File: config.mk
export PLATFORM = sky130hd
export DESIGN_NAME = ecc_op_sequencer
export DESIGN_NICKNAME = d
export VERILOG_FILES = /design/src/rtl/ecc_op_sequencer.sv
export SDC_FILE = /design/constraint.sdc
export NUM_CORES = 1
export LEC_CHECK = 0
export BUFFER_PORTS_ARGS = -buffer_cell sky130_fd_sc_hd__buf_4
export CAP_MARGIN = 40
export CORE_MARGIN = 5
export CORE_UTILIZATION = 60
export CTS_BUF_LIST = sky130_fd_sc_hd__clkbuf_16
export DETAILED_ROUTE_END_ITERATION = 10
export GPL_ROUTABILITY_DRIVEN = 0
export PLACE_DENSITY = 0.75
export SKIP_LAST_GASP = 1
export SLEW_MARGIN = 15
export SYNTH_ARGS = -nofsm -noshare
export SYNTH_HDL_FRONTEND = slang
export SYNTH_SLANG_ARGS = --single-unit
export TNS_END_PERCENT = 5
File: constraint.sdc
create_clock -name clk -period 7.8 [get_ports clk]
set_input_delay 0.39 -clock clk [delete_from_list [all_inputs] [get_ports clk]]
set_output_delay 0.39 -clock clk [all_outputs]
set_load 0.1 [all_outputs]
File: src/rtl/ecc_op_sequencer.sv
// Sequences up to 16 GF(2^m) engine ops from a host-loaded program; per op: FETCH+DECODE, engine time, GAP_CYCLES of NOP.
// No backpressure: each op waits for its own interrupt edge, bounded by TIMEOUT; abort forces ERR on the next cycle.
module ecc_op_sequencer #(
  parameter int PROG_DEPTH = 16,
  parameter int TIMEOUT    = 1023,
  parameter int GAP_CYCLES = 2
) (
  input  logic        clk,
  input  logic        rst_n,
  input  logic        prog_we,
  input  logic [3:0]  prog_addr,
  input  logic [15:0] prog_data,
  input  logic        go,
  input  logic        abort,
  output logic        busy,
  output logic        done,
  output logic        error,
  output logic [1:0]  err_code,
  output logic [3:0]  pc,
  output logic [3:0]  b_command,
  output logic [2:0]  start_addr,
  output logic [2:0]  write_addr,
  output logic [1:0]  numbr_of_chunk,
  output logic        select_Ram_C_Or_D,
  output logic        select_Ram_A_Or_B,
  input  logic        interupt_sqr,
  input  logic        interupt_red,
  input  logic        interupt_swap,
  input  logic        interupt_mul,
  input  logic        interupt_Xor
);
  localparam logic [3:0] OP_NOP  = 4'h0;
  localparam logic [3:0] OP_MUL  = 4'h1;
  localparam logic [3:0] OP_SQR  = 4'h2;
  localparam logic [3:0] OP_SWAP = 4'h3;
  localparam logic [3:0] OP_RED  = 4'h4;
  localparam logic [3:0] OP_XOR  = 4'h5;
  localparam logic [3:0] OP_END  = 4'hF;
  localparam int TW = $clog2(TIMEOUT + 1);
  localparam int GW = $clog2(GAP_CYCLES + 1);

  typedef enum logic [2:0] {
    S_IDLE, S_FETCH, S_DECODE, S_WAIT, S_GAP, S_DONE, S_ERR
  } state_t;

  state_t          state_q, state_d;
  logic [3:0]      pc_q, pc_d;
  logic [1:0]      err_code_q, err_code_d;
  logic [TW-1:0]   tmo_q, tmo_d;
  logic [GW-1:0]   gap_q, gap_d;
  logic [3:0]      op_q, op_d;
  logic [2:0]      sa_q, sa_d;
  logic [2:0]      wa_q, wa_d;
  logic [1:0]      chunk_q, chunk_d;
  logic            cd_q, cd_d;
  logic            ab_q, ab_d;
  logic [4:0]      irq_q, irq_prev_q, irq_edge;
  logic            cmpl;
  logic            busy_int;
  logic [15:0]     mem [PROG_DEPTH];
  logic [15:0]     rd_q;
  logic            unused_rsvd;

  assign busy_int    = (state_q == S_FETCH) || (state_q == S_DECODE) ||
                       (state_q == S_WAIT)  || (state_q == S_GAP);
  assign irq_edge    = irq_q & ~irq_prev_q;
  assign unused_rsvd = ^rd_q[1:0];

  // Program store is deliberately left out of reset so a loaded program survives rst_n.
  always_ff @(posedge clk) begin
    if (prog_we && !busy_int) mem[prog_addr] <= prog_data;
    rd_q <= mem[pc_q];
  end

  always_comb begin
    unique case (op_q)
      OP_MUL:  cmpl = irq_edge[3];
      OP_SQR:  cmpl = irq_edge[0];
      OP_RED:  cmpl = irq_edge[1];
      OP_SWAP: cmpl = irq_edge[2];
      OP_XOR:  cmpl = irq_edge[4];
      default: cmpl = 1'b0;
    endcase
  end

  always_ff @(posedge clk or negedge rst_n) begin
    if (!rst_n) begin
      state_q    <= S_IDLE;
      pc_q       <= '0;
      err_code_q <= '0;
      tmo_q      <= '0;
      gap_q      <= '0;
      op_q       <= OP_NOP;
      sa_q       <= '0;
      wa_q       <= '0;
      chunk_q    <= '0;
      cd_q       <= 1'b0;
      ab_q       <= 1'b0;
      irq_q      <= '0;
      irq_prev_q <= '0;
    end else begin
      state_q    <= state_d;
      pc_q       <= pc_d;
      err_code_q <= err_code_d;
      tmo_q      <= tmo_d;
      gap_q      <= gap_d;
      op_q       <= op_d;
      sa_q       <= sa_d;
      wa_q       <= wa_d;
      chunk_q    <= chunk_d;
      cd_q       <= cd_d;
      ab_q       <= ab_d;
      irq_q      <= {interupt_Xor, interupt_mul, interupt_swap, interupt_red, interupt_sqr};
      irq_prev_q <= irq_q;
    end
  end

  always_comb begin
    state_d    = state_q;
    pc_d       = pc_q;
    err_code_d = err_code_q;
    tmo_d      = tmo_q;
    gap_d      = gap_q;
    op_d       = op_q;
    sa_d       = sa_q;
    wa_d       = wa_q;
    chunk_d    = chunk_q;
    cd_d       = cd_q;
    ab_d       = ab_q;
    case (state_q)
      S_IDLE, S_DONE, S_ERR: begin
        if (go) begin
          state_d    = S_FETCH;
          pc_d       = '0;
          err_code_d = 2'b00;
        end else if (state_q == S_DONE) begin
          state_d = S_IDLE;
        end
      end
      S_FETCH: state_d = S_DECODE;
      S_DECODE: begin
        case (rd_q[15:12])
          OP_END: state_d = S_DONE;
          OP_MUL, OP_SQR, OP_SWAP, OP_RED, OP_XOR: begin
            state_d = S_WAIT;
            op_d    = rd_q[15:12];
            sa_d    = rd_q[11:9];
            wa_d    = rd_q[8:6];
            chunk_d = rd_q[5:4];
            cd_d    = rd_q[3];
            ab_d    = rd_q[2];
            tmo_d   = '0;
          end
          default: begin
            state_d    = S_ERR;
            err_code_d = 2'b10;
          end
        endcase
      end
      S_WAIT: begin
        tmo_d = tmo_q + 1'b1;
        // A completion landing on the timeout cycle still counts as success.
        if (cmpl) begin
          state_d = S_GAP;
          gap_d   = '0;
        end else if (tmo_q == TW'(TIMEOUT - 1)) begin
          state_d    = S_ERR;
          err_code_d = 2'b01;
        end
      end
      S_GAP: begin
        gap_d = gap_q + 1'b1;
        if (gap_q == GW'(GAP_CYCLES - 1)) begin
          if (pc_q == 4'(PROG_DEPTH - 1)) begin
            state_d = S_DONE;
          end else begin
            state_d = S_FETCH;
            pc_d    = pc_q + 4'd1;
          end
        end
      end
      default: state_d = S_IDLE;
    endcase
    if (busy_int && abort) begin
      state_d    = S_ERR;
      err_code_d = 2'b11;
    end
  end

  // b_command is decoded from state so it only leaves NOP while in WAIT.
  always_comb begin
    busy              = busy_int;
    done              = (state_q == S_DONE);
    error             = (state_q == S_ERR);
    err_code          = err_code_q;
    pc                = pc_q;
    b_command         = (state_q == S_WAIT) ? op_q : OP_NOP;
    start_addr        = sa_q;
    write_addr        = wa_q;
    numbr_of_chunk    = chunk_q;
    select_Ram_C_Or_D = cd_q;
    select_Ram_A_Or_B = ab_q;
  end

endmodule

# Word level (Yosys, flattened, before mapping)

Memories as Yosys holds them, arrays and structs flattened. A register that Yosys moved wholly into a read port is not among the register bits.
Cells that the tools add are included.
Widths: inputs -> output; s select.

Add/subtract/negate cells: 3
$mul: 0
Div/mod/pow operators: 0
Magnitude comparators: 0
Equal/unequal tests: 32
Shift operators: 0
Mux-type cells: 27
Bitwise gates (word level): 2
Reductions and logical operators: 20

Operators by type and width:

| cell                  | count |
|---|---|
| $mux 3                | 7 |
| $pmux 10 s2           | 1 |
| $eq 4x2->1 const B    | 4 |
| $eq 4x3->1 const B    | 4 |
| $mux 4                | 4 |
| $pmux 3 s5            | 1 |
| $mux 2                | 6 |
| $add 10x1->10 const B | 1 |
| $eq 10x10->1 const B  | 1 |
| $mux 10               | 1 |
| $eq 3x3->1 const B    | 3 |
| $eq 4x1->1 const B    | 2 |
| $eq 4x4->1 const B    | 2 |
| $pmux 4 s2            | 1 |
| $eq 3x2->1 const B    | 2 |
| $ne 2x2->1 const B    | 3 |
| $ne 3x1->1 const B    | 2 |
| $ne 3x2->1 const B    | 2 |
| $pmux 2 s3            | 1 |
| $pmux 3 s2            | 1 |
| $reduce_and 2->1      | 3 |
| $reduce_bool 2->1     | 3 |
| $reduce_or 6->1       | 1 |
| $and 5x5->5           | 1 |
| other kinds (22)      | 27 |

Register bits: 45
Bits in latches: 0
Bits in writable memories: 256
ROM bits: 0
Input port bits: 30
Output and inout port bits: 23
Memories kept: 1

Memory list:

| memory | words | width | rd ports | clocked after Yosys merged registers in | wr ports | RTL line | source |
|---|---|---|---|---|---|---|---|
| mem    | 16    | 16    | 1        | 1                                       | 1        | 60       | `logic [15:0] mem [PROG_DEPTH];` |

# Depth between registers and ports, before layout

Depth in word-level cells: 8
Gate-level depth with buffers: 8
Gate-level depth less buffers: 6

# Worst setup path after synthesis

Ideal clock, no wire load.

Path type: register to output
Start point: reg state_q[0]
End point: out error
Arrival: 2.927 ns
Required time: 7.410 ns
Slack: 4.483 ns
Cell stages (with the launch flop): 5
Buffers on the path: 3
Cell sequence: dfrtp_1 -> buf_4 -> clkbuf_8 -> clkbuf_1 -> nor3_1

Cells in the longest elaborated chain, start to end: 1

RTL lines:

| element                  | RTL line | source |
|---|---|---|
| start: declaration       | 46       | `state_t state_q, state_d;` |
| start signal: assignment | 102      | `state_q <= state_d;` |
| $eq 3x3->1               | 194      | `error = (state_q == S_ERR);` |
| end: declaration         | 17       | `output logic error,` |

Every way passes these cells.

# Worst setup path in the final report

Start point: reg state_q[0]
End point: mem mem[4][5] (enable)

Cells in the longest elaborated chain, start to end: 8

RTL lines:

| element                                         | RTL line | source |
|---|---|---|
| $eq 3x1->1 / $eq 3x2->1 (equally long branches) | 64       | `assign busy_int = (state_q == S_FETCH) \|\| (state_q == S_DECODE) \|\|` |
| $logic_or 1x1->1 (2 in series)                  | 64       |  |
| $logic_or 1x1->1 *                              | 65       | `(state_q == S_WAIT) \|\| (state_q == S_GAP);` |
| $logic_not 1->1 *                               | 71       | `if (prog_we && !busy_int) mem[prog_addr] <= prog_data;` |
| $logic_and 1x1->1 *                             | 71       |  |
| $mux 1 *                                        | 71       |  |
| $mux 1 (not written as such) *                  | 71       |  |
| end: declaration                                | 60       |  |

Every way passes the cells marked *; elsewhere a longest branch is shown, timed or not.

==> impl_metrics.py <==
metrics = {
    "timing": {
        "hold_slack_ns": 0.160,
        "period_minus_slack_ns": 3.38,
        "fmax_mhz": 296,
        "fin_worst_skew_ns": 0.00964,
        "worst_pin_slew_ns": 0.897,
        "maxSlewViolCount": 0,
        "finalHoldViolations": 0,
        "fin_ws_ns": 4.42,
        "finalSetupTns_ns": 0,
        "fin_crit_sh_pct": 43.3,
        "relSlewSlack_pct": 40.2,
        "setup_viol": 0,
        "rsz0062_at_grt": "no",
    },
    "power": {
        "vdd_drop_max_mv": 0.200,
        "p_leak_nw": 4.48,
        "power_density_mw_per_mm2": 316,
    },
    "route": {
        "drc_errors": 0,
        "drt-vias-per-instance": 6.32,
        "routedWlPerCell_um": 22.3,
        "firstDrtPassIters": 5,
        "drtAntennaViolNets": 0,
        "drt_iter0_drc": 454,
        "vias": 6375,
        "routed_wl_mm": 22.5,
    },
    "synth": {
        "ys_ff_latch": 283,
        "yosys.area.top_type": "edfxtp_1",
        "ys.flop_type": "edfxtp_1",
        "netlist-cell-type-count": 64,
        "avgSynthCellArea_sq_um": 16.6,
        "syn_area_sq_mm": 0.0114,
        "ys_warn_count": 0,
        "synth_top_area_share_pct": 59.2,
        "synth_area_leaders": "edfxtp_1, dfrtp_1, mux4_2, mux2i_1, mux2_2",
        "synth_edf_count": 224,
        "synthesis.nets": 720,
        "synth_cells": 686,
        "async_flop_share_pct": 15.9,
        "ys_seq_area_share_pct": 71.6,
    },
    "clock_tree": {
        "clk_latency_ns": 0.52,
        "path_clk_slew_ns": 0.06,
        "clockBufferDepth": 3,
        "cts_setup_buffers": 0,
        "cts.sinks": 283,
        "cts_buffers": 28,
        "htree_levels": 1,
        "cts_root_buffer": "clkbuf_16",
        "cts_tree": "built",
        "ctsResizeCount": 0,
    },
    "setup_path": {
        "crit_path_end_kind": "register",
        "crit_arrival_ns": 3.60,
        "crit_path_max_fanout": 27,
        "cpLargestDelayFamily": "simple AND/OR/NAND/NOR gates",
        "max_stage_delay_ns": 0.91,
        "critical_path.slowest_cell": "dfrtp_1",
        "crit_buf_inv": 1,
        "start_kind": "register",
        "required_ns": 8.02,
        "cp_cell_sequence": "nor2_4 -> xnor2_2 -> nor2b_2 -> or3b_1 -> nor2_1 -> buf_4",
        "path_class": "register to register",
    },
    "floorplanning": {
        "coreArea_sq_mm": 0.0187,
        "dieArea_sq_mm": 0.0218,
        "initial_core_util_pct": 60.8,
        "ios": 53,
        "die_y_um": 148,
        "die_w_um": 148,
        "fp-row-count": 50,
    },
    "final_layout": {
        "finalNetCount": 789,
        "final_common_cell": "edfxtp_1",
        "drive_gt1_share_pct": 24.8,
        "stdcell_count": 1008,
        "area_delta_synth_final_pct": 14.2,
        "n_antenna_cell": 0,
        "final_util_pct": 69.4,
        "layout_common_cells": "edfxtp_1, buf_4, mux2i_1",
    },
    "flow_run": {
        "maxCapViolations": 0,
    },
    "global_routing": {
        "grt_start_max_net_pins": 46,
        "grt.overflow.total": 0,
        "track_usage_pct": 21.0,
        "grt_pass1_vias": 6404,
        "antenna_found_initial": 0,
        "grt_pass1_wl_mm": 35.5,
    },
    "outcome": {
        "status": "completed",
    },
    "placed_design": {
        "dp_hpwl_mm": 13.8,
        "dp_slack_ns": 4.42,
        "dp_cells": 952,
        "io_buffer_count": 50,
    },
    "worst_hold_path": {
        "hold_path_class": "input port to register",
    },
}
[worst paths after layout]
kind | slack (ns) | endpoint | start | cells past startpoint
worst max-delay path | 4.42 | mem[4][5] | state_q[0] | 6
worst min-delay path | 0.16 | mem[1][13] | prog_data[13] | 1
worst max register to register | 4.42 | mem[4][5] | state_q[0] | 6
worst min register to register | 0.37 | irq_prev_q[1] | irq_q[1] | 0
max in group asynchronous | 6.96 | pc[0] | rst_n | 2
min in group asynchronous | 0.40 | tmo_q[4] | rst_n | 2
[metrics by stage]
step           power (mW)  instance area (sq um)
2_1_floorplan        2.69                  11400
3_3_place_gp         2.87                  12000
3_5_place_dp         2.91                  12100
4_1_cts              4.13                  13000
5_1_grt              4.27                  13000
6_report             4.10                  13000
[Yosys cell counts, types with 2 or more instances]
cell and n:
buf_4 7, nand4_1 5, clkbuf_8 4, and3_2 2, o21ai_0 43, mux4_2 28, a21o_1 3, mux2i_1 45
buf_2 14, ha_1 4, buf_1 2, nor2b_1 4, a221oi_1 15, edfxtp_1 224, or4b_1 2, a22oi_1 14
a211oi_1 4, o21ai_1 3, nand3b_1 3, xnor2_1 3, and3_1 5, a31oi_1 6, dfxtp_1 14, nand2b_1 3
and4bb_2 2, mux2_2 27, clkbuf_1 12, a21oi_1 29, and2_1 6, nand2_1 30, nand3_1 13, nor3_1 11
nor2_1 21, dfrtp_1 45, inv_1 4
[kinds of logic after synthesis]
logic type | share of synthesized area (%)
AOI/OAI and AO/OA | 7.22
xor gates and xnor gates | 0.374
adders and majority gates | 0.440
buffers and inverters | 2.23
DFF | 71.6
muxes | 12.2
and+or+nand+nor | 5.98
[report_power, final]
part | total, mW | internal [mW] | switching [mW]
clock | 1.23 | 0.701 | 0.524
sequential | 1.86 | 1.74 | 0.114
combinational | 1.02 | 0.348 | 0.672
[registers in the layout, summed over array words and instances, names as in the netlist, 3 cells and up]
signal	flops
state_q	3
pc	4
irq_q	5
mem	224
irq_prev_q	5
write_addr	3
tmo_q	10
start_addr	3
rd_q	14
op_q	4
[worst register-to-register path, cell delays in order, from the launching register on]
cell and delay (ns):
dfrtp_1 0.91, nor2_4 0.12, xnor2_2 0.21, nor2b_2 0.36
or3b_1 0.50, nor2_1 0.66, buf_4 0.32
[final cells by class]
type	count	area, sq um
clock buffers	29	726
multi-input cells	358	3030
repair buffers	79	658
well taps	234	293
flip-flops and latches	283	8140
inverters	5	18.8
fillers	1198	5730
clock inverters	20	121
[layer usage]
layer	up-vias	GRT usage, %	share of wire [%]
li1	2853	-	-
met1	3225	30.3	43
met2	255	33.9	47
met3	42	2.82	7.2
met4	0	6.66	2.8
met5	-	0	0
[timing repair]
action,CTS,global route
endpoints found under the setup margin,0,0
hold buffers,6,0
endpoints found under the hold margin,50,0
No activity file was read; power rests on OpenSTA's default activity.
